**src/rtl/midi_uart_rx.sv**
```systemverilog
// midi_uart_rx: MIDI serial receiver (31250 baud, 8N1, LSB first).
// Samples Rx on events of the 16x oversample Tick, where every Tick transition
// counts as one event. Good bytes are presented on Data with a one-cycle
// DataValid strobe; a low stop bit gives a one-cycle FrameErr strobe instead.
// Optional build macro MIDI_RX_MAJORITY_EN: each bit decision becomes a 2-of-3
// vote over the samples taken at the decision event and the two events before it.
module midi_uart_rx #(
  parameter int OVERSAMPLE = 16
) (
  input  logic       Clk,
  input  logic       Rst,
  input  logic       Tick,
  input  logic       Rx,
  output logic [7:0] Data,
  output logic       DataValid,
  output logic       FrameErr,
  output logic       Busy
);

  localparam int CW = $clog2(OVERSAMPLE);
  localparam logic [CW-1:0] START_D = CW'(OVERSAMPLE / 2 - 1);
  localparam logic [CW-1:0] BIT_D   = CW'(OVERSAMPLE - 1);

  typedef enum logic [1:0] {IDLE, START, DATA, STOP} state_t;

  state_t          state;
  logic            rx_m;
  logic            rx_s;
  logic            rx_prev;
  logic            tick_d;
  logic            tick_evt;
  logic            fall;
  logic            sample;
  logic [CW-1:0]   tick_cnt;
  logic [2:0]      bit_cnt;
  logic [7:0]      shift;

  assign tick_evt = Tick ^ tick_d;
  assign fall     = rx_prev & ~rx_s;

  // Two-flop synchronizer for the asynchronous line, edge history and tick edge detect
  always_ff @(posedge Clk or posedge Rst) begin
    if (Rst) begin
      rx_m    <= 1'b1;
      rx_s    <= 1'b1;
      rx_prev <= 1'b1;
      tick_d  <= 1'b0;
    end else begin
      rx_m    <= Rx;
      rx_s    <= rx_m;
      rx_prev <= rx_s;
      tick_d  <= Tick;
    end
  end

`ifdef MIDI_RX_MAJORITY_EN
  // Together with the live rx_s, these two stored samples form the 3-deep vote window
  logic [1:0] hist;

  function automatic logic maj3(input logic a, input logic b, input logic c);
    return (a & b) | (a & c) | (b & c);
  endfunction

  // Record rx_s at every tick event so the two preceding samples are on hand
  always_ff @(posedge Clk or posedge Rst) begin
    if (Rst) begin
      hist <= 2'b11;
    end else if (tick_evt) begin
      hist <= {hist[0], rx_s};
    end
  end

  assign sample = maj3(hist[1], hist[0], rx_s);
`else
  assign sample = rx_s;
`endif

  // Frame state machine: start qualification, data shift, stop check and strobes
  always_ff @(posedge Clk or posedge Rst) begin
    if (Rst) begin
      state     <= IDLE;
      tick_cnt  <= '0;
      bit_cnt   <= 3'd0;
      shift     <= 8'h00;
      Data      <= 8'h00;
      DataValid <= 1'b0;
      FrameErr  <= 1'b0;
      Busy      <= 1'b0;
    end else begin
      DataValid <= 1'b0;
      FrameErr  <= 1'b0;
      case (state)
        IDLE: begin
          // Only a fresh falling edge starts a frame; a tick on the same cycle is dropped
          if (fall) begin
            state    <= START;
            tick_cnt <= '0;
            Busy     <= 1'b1;
          end
        end
        START: begin
          if (tick_evt) begin
            tick_cnt <= tick_cnt + 1'b1;
            if (tick_cnt == START_D) begin
              if (!sample) begin
                state    <= DATA;
                tick_cnt <= '0;
                bit_cnt  <= 3'd0;
              end else begin
                state <= IDLE;
                Busy  <= 1'b0;
              end
            end
          end
        end
        DATA: begin
          if (tick_evt) begin
            // The counter wraps to zero naturally at the decision event
            tick_cnt <= tick_cnt + 1'b1;
            if (tick_cnt == BIT_D) begin
              shift <= {sample, shift[7:1]};
              if (bit_cnt == 3'd7) begin
                state <= STOP;
              end else begin
                bit_cnt <= bit_cnt + 3'd1;
              end
            end
          end
        end
        STOP: begin
          if (tick_evt) begin
            tick_cnt <= tick_cnt + 1'b1;
            if (tick_cnt == BIT_D) begin
              if (sample) begin
                Data      <= shift;
                DataValid <= 1'b1;
              end else begin
                FrameErr  <= 1'b1;
              end
              state <= IDLE;
              Busy  <= 1'b0;
            end
          end
        end
        default: begin
          state <= IDLE;
          Busy  <= 1'b0;
        end
      endcase
    end
  end

endmodule

```
**config.mk**
```make
export PLATFORM = sky130hd
export DESIGN_NAME = midi_uart_rx
export DESIGN_NICKNAME = d
export VERILOG_FILES = /design/src/rtl/midi_uart_rx.sv
export SDC_FILE = /design/constraint.sdc
export NUM_CORES = 1
export LEC_CHECK = 0
export BUFFER_PORTS_ARGS = -buffer_cell sky130_fd_sc_hd__buf_2
export CORE_ASPECT_RATIO = 1.5
export CORE_UTILIZATION = 50
export CTS_CLUSTER_DIAMETER = 50
export DETAILED_ROUTE_END_ITERATION = 8
export GPL_ROUTABILITY_DRIVEN = 0
export PLACE_DENSITY = 0.7
export SYNTH_ARGS = -nofsm -noshare
export SYNTH_HDL_FRONTEND = slang
export SYNTH_SLANG_ARGS = --single-unit
export TNS_END_PERCENT = 1
```
**constraint.sdc**
```tcl
create_clock -name Clk -period 2.7 [get_ports Clk]
set_clock_uncertainty 0.2 [all_clocks]
set_input_delay 0.405 -clock Clk [delete_from_list [all_inputs] [get_ports Clk]]
set_output_delay 0.405 -clock Clk [all_outputs]
set_load 0.01 [all_outputs]
```
==> results of run 1 <==
[registers in the layout, summed over array words and instances (netlist names), named ones only]
register,count
state,1
rx_m,1
tick_d,1
shift,8
Busy,1
rx_s,1
FrameErr,1
DataValid,1
Data,8
bit_cnt,3
rx_prev,1
tick_cnt,4
[worst max path at each step]
stage | startpoint | to | slack (ns) | cells past startpoint
3_5_place_dp | Tick | Data[0] | 0.35 | 4
5_1_grt | tick_cnt[0] | Data[4] | 0.30 | 4
6_report | tick_cnt[0] | Data[0] | 0.43 | 4
3_3_place_gp | Tick | Data[2] | 0.40 | 4
2_1_floorplan | tick_cnt[0] | Data[0] | 0.72 | 4
4_1_cts | tick_cnt[0] | Data[0] | 0.43 | 4
[cell type report]
cell class | instances | area, µm²
fill | 230 | 1050
sequential | 32 | 805
multi-input combinational | 61 | 544
clock buffer | 8 | 90.1
timing repair buffer | 16 | 87.6
tap | 37 | 46.3
inverter | 6 | 22.5
[per-layer routing]
layer	up-vias	GRT usage	wire [µm]
met1	450	0.228	962
met3	6	0.0732	74
li1	420	-	-
met5	-	0	0
met2	15	0.339	1380
met4	0	0.133	59
[critical path: cells and delay by family, from the launching register on]
family,cells,cell delay (ns)
mux,1,0.41
simple gates,2,0.89
flops,1,0.40
fa+ha+maj,1,0.27
[timing repair]
item / in CTS / in global routing
hold buffers: 1 / 0
endpoints found under the setup margin: 0 / 0
endpoints found under the hold margin: 14 / 0
buffers inserted: 0 / 0
[power by group through the flow]
stage	registers, mW	logic [mW]	clock network, mW
after floorplan	0.575	0.195	0
after global placement	0.617	0.192	0
after detailed placement	0.619	0.200	0
after CTS	0.610	0.202	0.385
after global routing	0.624	0.230	0.399
final	0.613	0.201	0.374
[cells by family (layout without fill, tap and decap cells)]
family | Yosys count | count (layout)
xor+xnor | 2 | 2
flops | 32 | 32
buf+inv | 11 | 30
simple gates | 20 | 20
compound gates | 19 | 19
mux | 17 | 17
fa+ha+maj | 3 | 3
[through the flow]
| step | power (mW) | instances |
|---|---|---|
| 3_5_place_dp | 0.819 | 151 |
| 5_1_grt | 1.25 | 160 |
| 2_1_floorplan | 0.770 | 104 |
| 6_report | 1.19 | 160 |
| 4_1_cts | 1.20 | 160 |
| 3_3_place_gp | 0.809 | 151 |
[cell usage in the layout (no fill, tap or decap), types with 2 or more instances in the layout]
master     n
dfrtp_1   29
mux2_2    17
buf_2     14
inv_1      6
clkbuf_8   6
nand2_1    4
o21ai_0    3
a211oi_1   3
ha_1       3
dfstp_2    3
a22o_1     2
nor4_4     2
nand3_1    2
nor2_1     2
nor3_1     2
o32a_1     2
o211ai_1   2
o31ai_1    2
clkbuf_1   2
==> run metrics, run 1 <==
status=finished clean; FF-to-FF End=Data[0]; GRT Util Overall=0.210; Rows=23; Avg WL per Cell=15.5 µm; DRC=0; crit start category=flip-flop; final core occ=0.603; CP required=2.67 ns; Yosys cell types=33; hold_ws=0.0177 ns; Crit path largest cell delay=0.64 ns; Post-layout nets=129; Synth Cell Area=1390 µm²; XOR/XNOR Fraction of Synth Area=0.0126; hold depth=1; ys async rst share=1.00; Pleak=0.773 nW; number of global-route vias before repair=915; DP Area=1500 µm²; CP Capture Type=flip-flop; largest net degree at the start of global routing=19; HP Start=Rx; H-tree depth=2; synth warn=0; fmax=0.441 GHz; Power Dens Cells=745 nW/µm²; Critical Path Fanout Max=9; post-synthesis mux area share=0.137; hpwl dp=1770 µm; Compound-Gate Fraction of Synth Area=0.106; layout cells sized above 1=0.358; NetSw=365 µW; Root Buffer=clkbuf_8; Setup violations, final=0; register area share after synthesis=0.578; die area=3000 µm²; Mapped Nets=111; Mapped Cells=104; critical path class=reg2reg; Final Routed Wirelength=2480 µm; DR vias=891; Area contributors post-synth=dfrtp_1 (52%), mux2_2 (14%), dfstp_2 (5.7%); initial antenna violation count=0; main combinational cell family by area after synthesis=multiplexers; Arr. time, crit path=2.24 ns; Post-DRT Antenna Nets=0; post-route cell area=1600 µm²; relative slew slack=0.177; Die Wd=45.1 µm; Clk pwr share=0.314; initial core utilization=0.526; worst r2r path cells=4; Hold Violations, Final=0; worst hold path class=in2reg; clock latency on the worst-skew pair=0.29 ns; first-pass GRT wire length=4290 µm; drt first pass iters=4; Buffers on Ports=14; clock sinks=32; Max Buffers Root-to-Sink=2; Switching Share=0.307; synthesis-to-layout area growth=14.6%; CTS tree=yes; flops & latches, synth=32; Yosys top cell area share=0.521; post-synthesis simple-gate area fraction=0.108; Tcrit/Tclk final=0.841; clk slew on worst S/H paths=0.07 ns; max-slew violations=0; top-count cell post-synth=dfrtp_1; Setup TNS Final=0 ns; internal power=823 µW; max cap viols=0; GR Overflow Total=0; Ports=15; sequential share of power=0.516; Reg2Reg Setup Slack=0.43 ns; Worst Hold End=rx_m; post_cts resized=0; minimum clock period=2.27 ns; Peak supply drop=0.000578 V; Post-synth EDFFs=0; post-synthesis adder-cell area fraction=0.0270; vias per inst=5.57; Place WS=0.347 ns; Main synth FF type=dfrtp_1; Reg-to-Reg Start=tick_cnt[0]; Num CTS Buffers=5; top post-synthesis cells by count=dfrtp_1 (29), mux2_2 (17), inv_1 (6), nand2_1 (4); CP max stage cell=nor4_4; CP cell instances=ha_1 > nand2_1 > nor4_4 > mux2_2; largest area contributor in the netlist=dfrtp_1; Worst Tran Pin Value=1.23 ns; RSZ-0062 raised after global routing=false; final worst setup slack=0.430 ns; initial DRC count=23; Core Footprint=2650 µm²; Die H=66.6 µm; Synth Area per Inst=13.4 µm²; combinational power share=0.170; Antenna diodes=0
Note: power is estimated with default switching activity, not from simulation.
==> run 2: changes to the inputs <==
==> constraint.sdc (replaced) <==
create_clock -name Clk -period 2.32 [get_ports Clk]
set_clock_uncertainty 0.2 [all_clocks]
set_input_delay 0.348 -clock Clk [delete_from_list [all_inputs] [get_ports Clk]]
set_output_delay 0.348 -clock Clk [all_outputs]
set_load 0.01 [all_outputs]
==> run 2 against run 1 <==
Combinational power rose by 23%. Clock power grew 16%. Maximum frequency increased by 13%. Sequential power up 17%. Cell count up 3.1%. Clock-buffer cell count is 2 lower. Critical path depth is 1 higher. Core utilization increased by 1.6 points. Worst setup slack got worse by 0.12 ns. Sequential cell count stayed put. Highest routed layer unchanged.
==> run metrics, run 2 (synthesis results as in run 1) <==
Post-layout nets=134 (+3.9%); clock sinks=32 (unchanged); Setup TNS Final=0 ns (unchanged); Arr. time, crit path=1.97 ns (-0.27 ns); crit-path leading delay family=simple AND/OR/NAND/NOR gates; initial core utilization=0.526 (unchanged); CP required=2.29 ns (-0.38 ns); CP Capture Type=flip-flop; Hold Violations, Final=0 (unchanged); initial antenna violation count=0 (unchanged); DR vias=916 (+2.8%); commonest non-fill, non-tap cell in the layout=dfrtp_1; drt first pass iters=3 (-1); max cap viols=0 (unchanged); worst hold path class=in2reg; RSZ-0062 raised after global routing=false; Tcrit/Tclk final=0.865 (+0.0240); hpwl dp=1710 µm (-3.5%); Final Routed Wirelength=2500 µm (+1.1%); Crit path largest cell delay=0.40 ns (-0.24 ns); Die H=66.6 µm (unchanged); Worst Tran Pin Value=0.523 ns (-0.703 ns); GR Overflow Total=0 (unchanged); CP max stage cell=dfrtp_1; minimum clock period=2.01 ns (-0.264 ns); Die Wd=45.1 µm (unchanged); post_cts resized=0 (unchanged); fmax=0.498 GHz (+13%); number of global-route vias before repair=942 (+3.0%); first-pass GRT wire length=4280 µm (-0.30%); die area=3000 µm² (unchanged); Max Buffers Root-to-Sink=2 (unchanged); GRT Util Overall=0.205 (-0.00529); layout cells sized above 1=0.391 (+0.0329); Post-CTS Repair Setup Buffers=0 (unchanged); Peak supply drop=0.000542 V (-6.1%); synthesis-to-layout area growth=17.6%; clk slew on worst S/H paths=0.07 ns (about the same); clock latency on the worst-skew pair=0.28 ns (about the same); commonest non-fill, non-tap cells in the layout=dfrtp_1 (29), mux2_2 (17), buf_2 (14); Ports=15 (unchanged); initial DRC count=16 (-30%); vias per inst=5.55 (-0.31%); Pleak=0.804 nW (+4.0%); Root Buffer=clkbuf_8; CP cell instances=ha_1 > nand2_1 > nor4_4 > buf_4 > mux2_2; Core Footprint=2650 µm² (unchanged); worst path bufs/invs=1 (+1); Power Dens Cells=855 nW/µm² (+15%); top flop regs=Data x8, shift x8, tick_cnt x4; DRC=0 (unchanged); Rows=23 (unchanged); H-tree depth=2 (unchanged); Post-DRT Antenna Nets=0 (unchanged); Avg WL per Cell=15.2 µm (-1.9%); largest net degree at the start of global routing=33 (+14); Num CTS Buffers=5 (unchanged); relative slew slack=0.647 (+0.471); crit start category=flip-flop; Buffers on Ports=14 (unchanged); max-slew violations=0 (unchanged); CTS tree=yes; Setup violations, final=0 (unchanged); Critical Path Fanout Max=9 (unchanged); status=finished clean; Antenna diodes=0 (unchanged); Total Power=1.40 mW (+18%); critical path class=reg2reg
-- run 2: changes by cell type in the layout (fill, tap and decap cells not counted) --
cell / delta
clkinv_2: +2
buf_4: +4
dlygate4sd3_1: +1
clkbuf_1: -2
-- run 2: power breakdown --
group	internal [mW]	switching [mW]
clock network	0.236	0.198
logic	0.108	0.139
registers	0.620	0.0998
-- run 2: area by class of cell --
| class | count | area (µm²) |
|---|---|---|
| multi-input cells | 61 | 544 |
| inverters | 6 | 22.5 |
| fillers | 228 | 1010 |
| clock buffers | 6 | 82.6 |
| clock inverters | 2 | 10.0 |
| well taps | 37 | 46.3 |
| repair buffers | 21 | 128 |
| flip-flops and latches | 32 | 805 |
-- run 2: timing repair --
item,in CTS,in global routing
endpoints found under the setup margin,0,0
hold buffers,2,0
endpoints found under the hold margin,30,0
-- run 2: through the flow --
step	area [µm²]	hold slack, ns	instances	util	setup slack (ns)
final	1640	0.0260	165	0.619	0.314
after global routing	1640	0.0254	165	0.619	0.160
after CTS	1640	0.0167	165	0.619	0.324
after detailed placement	1530	0.154	155	0.576	0.347
after global placement	1530	0.146	155	0.576	0.384
after floorplan	1390	0.145	104	-	0.339
-- run 2: path summary, 6_finish.rpt --
path / start / end / slack, ns / depth (start not counted)
max in group asynchronous: Rst / rx_m / 1.09 / 4
max: tick_cnt[0] / Data[4] / 0.31 / 5
max reg2reg: tick_cnt[0] / Data[4] / 0.31 / 5
min: Tick / tick_d / 0.03 / 1
min reg2reg: rx_m / rx_s / 0.16 / 0
min in group asynchronous: Rst / shift[0] / 0.51 / 4
-- run 2: metal layers --
metal	vias up	part of all wire	track usage
met4	0	0.027	0.133
li1	432	-	-
met5	-	0	0
met3	6	0.028	0.0488
met2	14	0.53	0.335
met1	464	0.42	0.230
==> run 3: changes to the inputs <==
--- a/config.mk
+++ b/config.mk
@@ -8,7 +8,6 @@
 export BUFFER_PORTS_ARGS = -buffer_cell sky130_fd_sc_hd__buf_2
 export CORE_ASPECT_RATIO = 1.5
 export CORE_UTILIZATION = 50
-export CTS_CLUSTER_DIAMETER = 50
 export DETAILED_ROUTE_END_ITERATION = 8
 export GPL_ROUTABILITY_DRIVEN = 0
 export PLACE_DENSITY = 0.7
==> constraint.sdc (replaced) <==
create_clock -name Clk -period 2.32 [get_ports Clk]
set_clock_uncertainty 0.2 [all_clocks]
set_input_delay 0.232 -clock Clk [delete_from_list [all_inputs] [get_ports Clk]]
set_output_delay 0.232 -clock Clk [all_outputs]
set_load 0.01 [all_outputs]
==> run 3 against run 2 <==
Critical path depth unchanged. Hold slack improved by 0.13 ns. Sequential cell count unchanged. Sequential share of layout area decreased by 0.19 points. Largest cell class unchanged. Core utilization increased by 0.24 points. Wire length decreased by 3.0%. Die area unchanged. Largest power group unchanged.
==> run metrics, run 3 (synthesis results as in run 1) <==
Arr. time, crit path=2.07 ns (+0.10 ns); Switching Share=0.317 (+0.00488); fmax=0.475 GHz (-4.6%); commonest non-fill, non-tap cell in the layout=dfrtp_1; CP required=2.29 ns (about the same); initial antenna violation count=0 (unchanged); synthesis-to-layout area growth=18.1%; Clk pwr share=0.299 (-0.011); Num CTS Buffers=5 (unchanged); Final Routed Wirelength=2430 µm (-3.0%); vias per inst=5.71 (+2.9%); M1 GR Usage=0.225 (-0.00585); Power Dens Cells=843 nW/µm² (-1.5%); Avg WL per Cell=14.6 µm (-3.6%); layout cells sized above 1=0.380 (-0.0108); Post-DRT Antenna Nets=0 (unchanged); Total Power=1.39 mW (-1.1%); Setup TNS Final=0 ns (unchanged); met2 Use GR=0.335 (unchanged); CP max stage cell=dfrtp_1; post_cts resized=0 (unchanged); Setup crit start=tick_cnt[0]; clock sinks=32 (unchanged); Critical Path Fanout Max=9 (unchanged); largest net degree at the start of global routing=33 (unchanged); clock latency on the worst-skew pair=0.28 ns (about the same); Ports=15 (unchanged); GRT Util Overall=0.197 (-0.00797); Hold Violations, Final=0 (unchanged); critical path class=reg2reg; commonest non-fill, non-tap cells in the layout=dfrtp_1 (29), mux2_2 (17), buf_2 (14); number of global-route vias before repair=896 (-4.9%); worst r2r path cells=5 (unchanged); Post-CTS Repair Setup Buffers=0 (unchanged); Die H=66.6 µm (unchanged); Max Buffers Root-to-Sink=2 (unchanged); GRT Max-Usage Layer=met2; Fillers=221 (-3.1%); status=finished clean; storage element area=805 µm² (unchanged); NetSw=439 µW (+0.43%); # hold bufs at CTS=3 (+1); worst hold path class=reg2reg; max-slew violations=0 (unchanged); Buffers on Ports=14 (unchanged); Pleak=0.798 nW (-0.70%); Reg-to-Reg Start=tick_cnt[0]; H-tree depth=2 (unchanged); Core Footprint=2650 µm² (unchanged); Setup violations, final=0 (unchanged); Peak supply drop=0.000684 V (+26%); GR Overflow Total=0 (unchanged); Antenna diodes=0 (unchanged); DR vias=948 (+3.5%); Root Buffer=clkbuf_8; crit start category=flip-flop; CTS tree=yes; max cap viols=0 (unchanged); Crit path largest cell delay=0.40 ns (about the same); combinational power share=0.198 (+0.022); relative slew slack=0.640 (-0.00789); minimum clock period=2.10 ns (+0.0976 ns); Multi-input gate area=544 µm² (unchanged); die area=3000 µm² (unchanged); clk slew on worst S/H paths=0.06 ns (about the same); Rows=23 (unchanged); met3 global-route usage=0.0569 (+0.00813); sequential share of power=0.503 (-0.011); CP cell instances=ha_1 > nand2_1 > nor4_4 > buf_4 > mux2_2; FF-to-FF End=Data[5]; RSZ-0062 raised after global routing=false; hpwl dp=1720 µm (+0.47%); initial core utilization=0.526 (unchanged); Post-layout nets=135 (+0.75%); non-filler cells, final=166 (+0.61%); internal power=946 µW (-1.8%); Reg2Reg Setup Slack=0.22 ns (-0.10 ns); top flop regs=Data x8, shift x8, tick_cnt x4; Die Wd=45.1 µm (unchanged); first-pass GRT wire length=4120 µm (-3.7%); DRC=0 (unchanged); CP Capture Type=flip-flop; Worst Tran Pin Value=0.535 ns (+0.0117 ns); CP endpoint=Data[5]; initial DRC count=20 (+4); Tcrit/Tclk final=0.907 (+0.0421); drt first pass iters=4 (+1); dpl cells=155 (unchanged)
## run 3: worst min path at each step
| stage | from | endpoint | slack [ns] | cells after the start |
|---|---|---|---|---|
| 5_1_grt | rx_m | rx_s | 0.16 | 0 |
| 3_3_place_gp | Rst | bit_cnt[0] | 0.12 | 3 |
| 4_1_cts | rx_m | rx_s | 0.16 | 0 |
| 3_5_place_dp | Rst | shift[0] | 0.14 | 3 |
| 2_1_floorplan | Rx | rx_m | 0.04 | 0 |
| 6_report | rx_m | rx_s | 0.16 | 0 |
## run 3: layer usage
layer  vias up  share of wire
met1       477           0.39
met2        28           0.55
met5         -              0
met3         7          0.036
met4         0          0.022
li1        436              -
## run 3: power by group through the flow
stage               combinational, mW  clock [mW]  sequential, mW
detailed placement              0.271           0           0.707
CTS                             0.276       0.427           0.696
floorplan                       0.227           0           0.669
global placement                0.262           0           0.702
finish                          0.274       0.414           0.697
global route                    0.309       0.448           0.704
## run 3: final cells by class
class / count / share of cell area
sequential: 32 / 0.489
multi-input combinational: 61 / 0.331
timing repair buffer: 22 / 0.0837
clock buffer: 6 / 0.0441
tap: 37 / 0.0282
inverter: 6 / 0.0137
clock inverter: 2 / 0.00989
## run 3: worst max-delay path, delay by kind of cell, from the launching register on
family / cells / cell delay, ns
and+or+nand+nor: 2 / 0.55
buffers and inverters: 1 / 0.22
muxes: 1 / 0.34
DFF: 1 / 0.40
adders and majority gates: 1 / 0.28
## run 3: metrics by stage
stage               area, µm²  worst slack [ns]  hold slack, ns   util
CTS                      1640             0.205           0.159  0.621
global route             1640             0.118           0.160  0.621
detailed placement       1530             0.199           0.138  0.576
finish                   1640             0.216           0.158  0.621
global placement         1530             0.228           0.122  0.576
floorplan                1390             0.339          0.0365      -
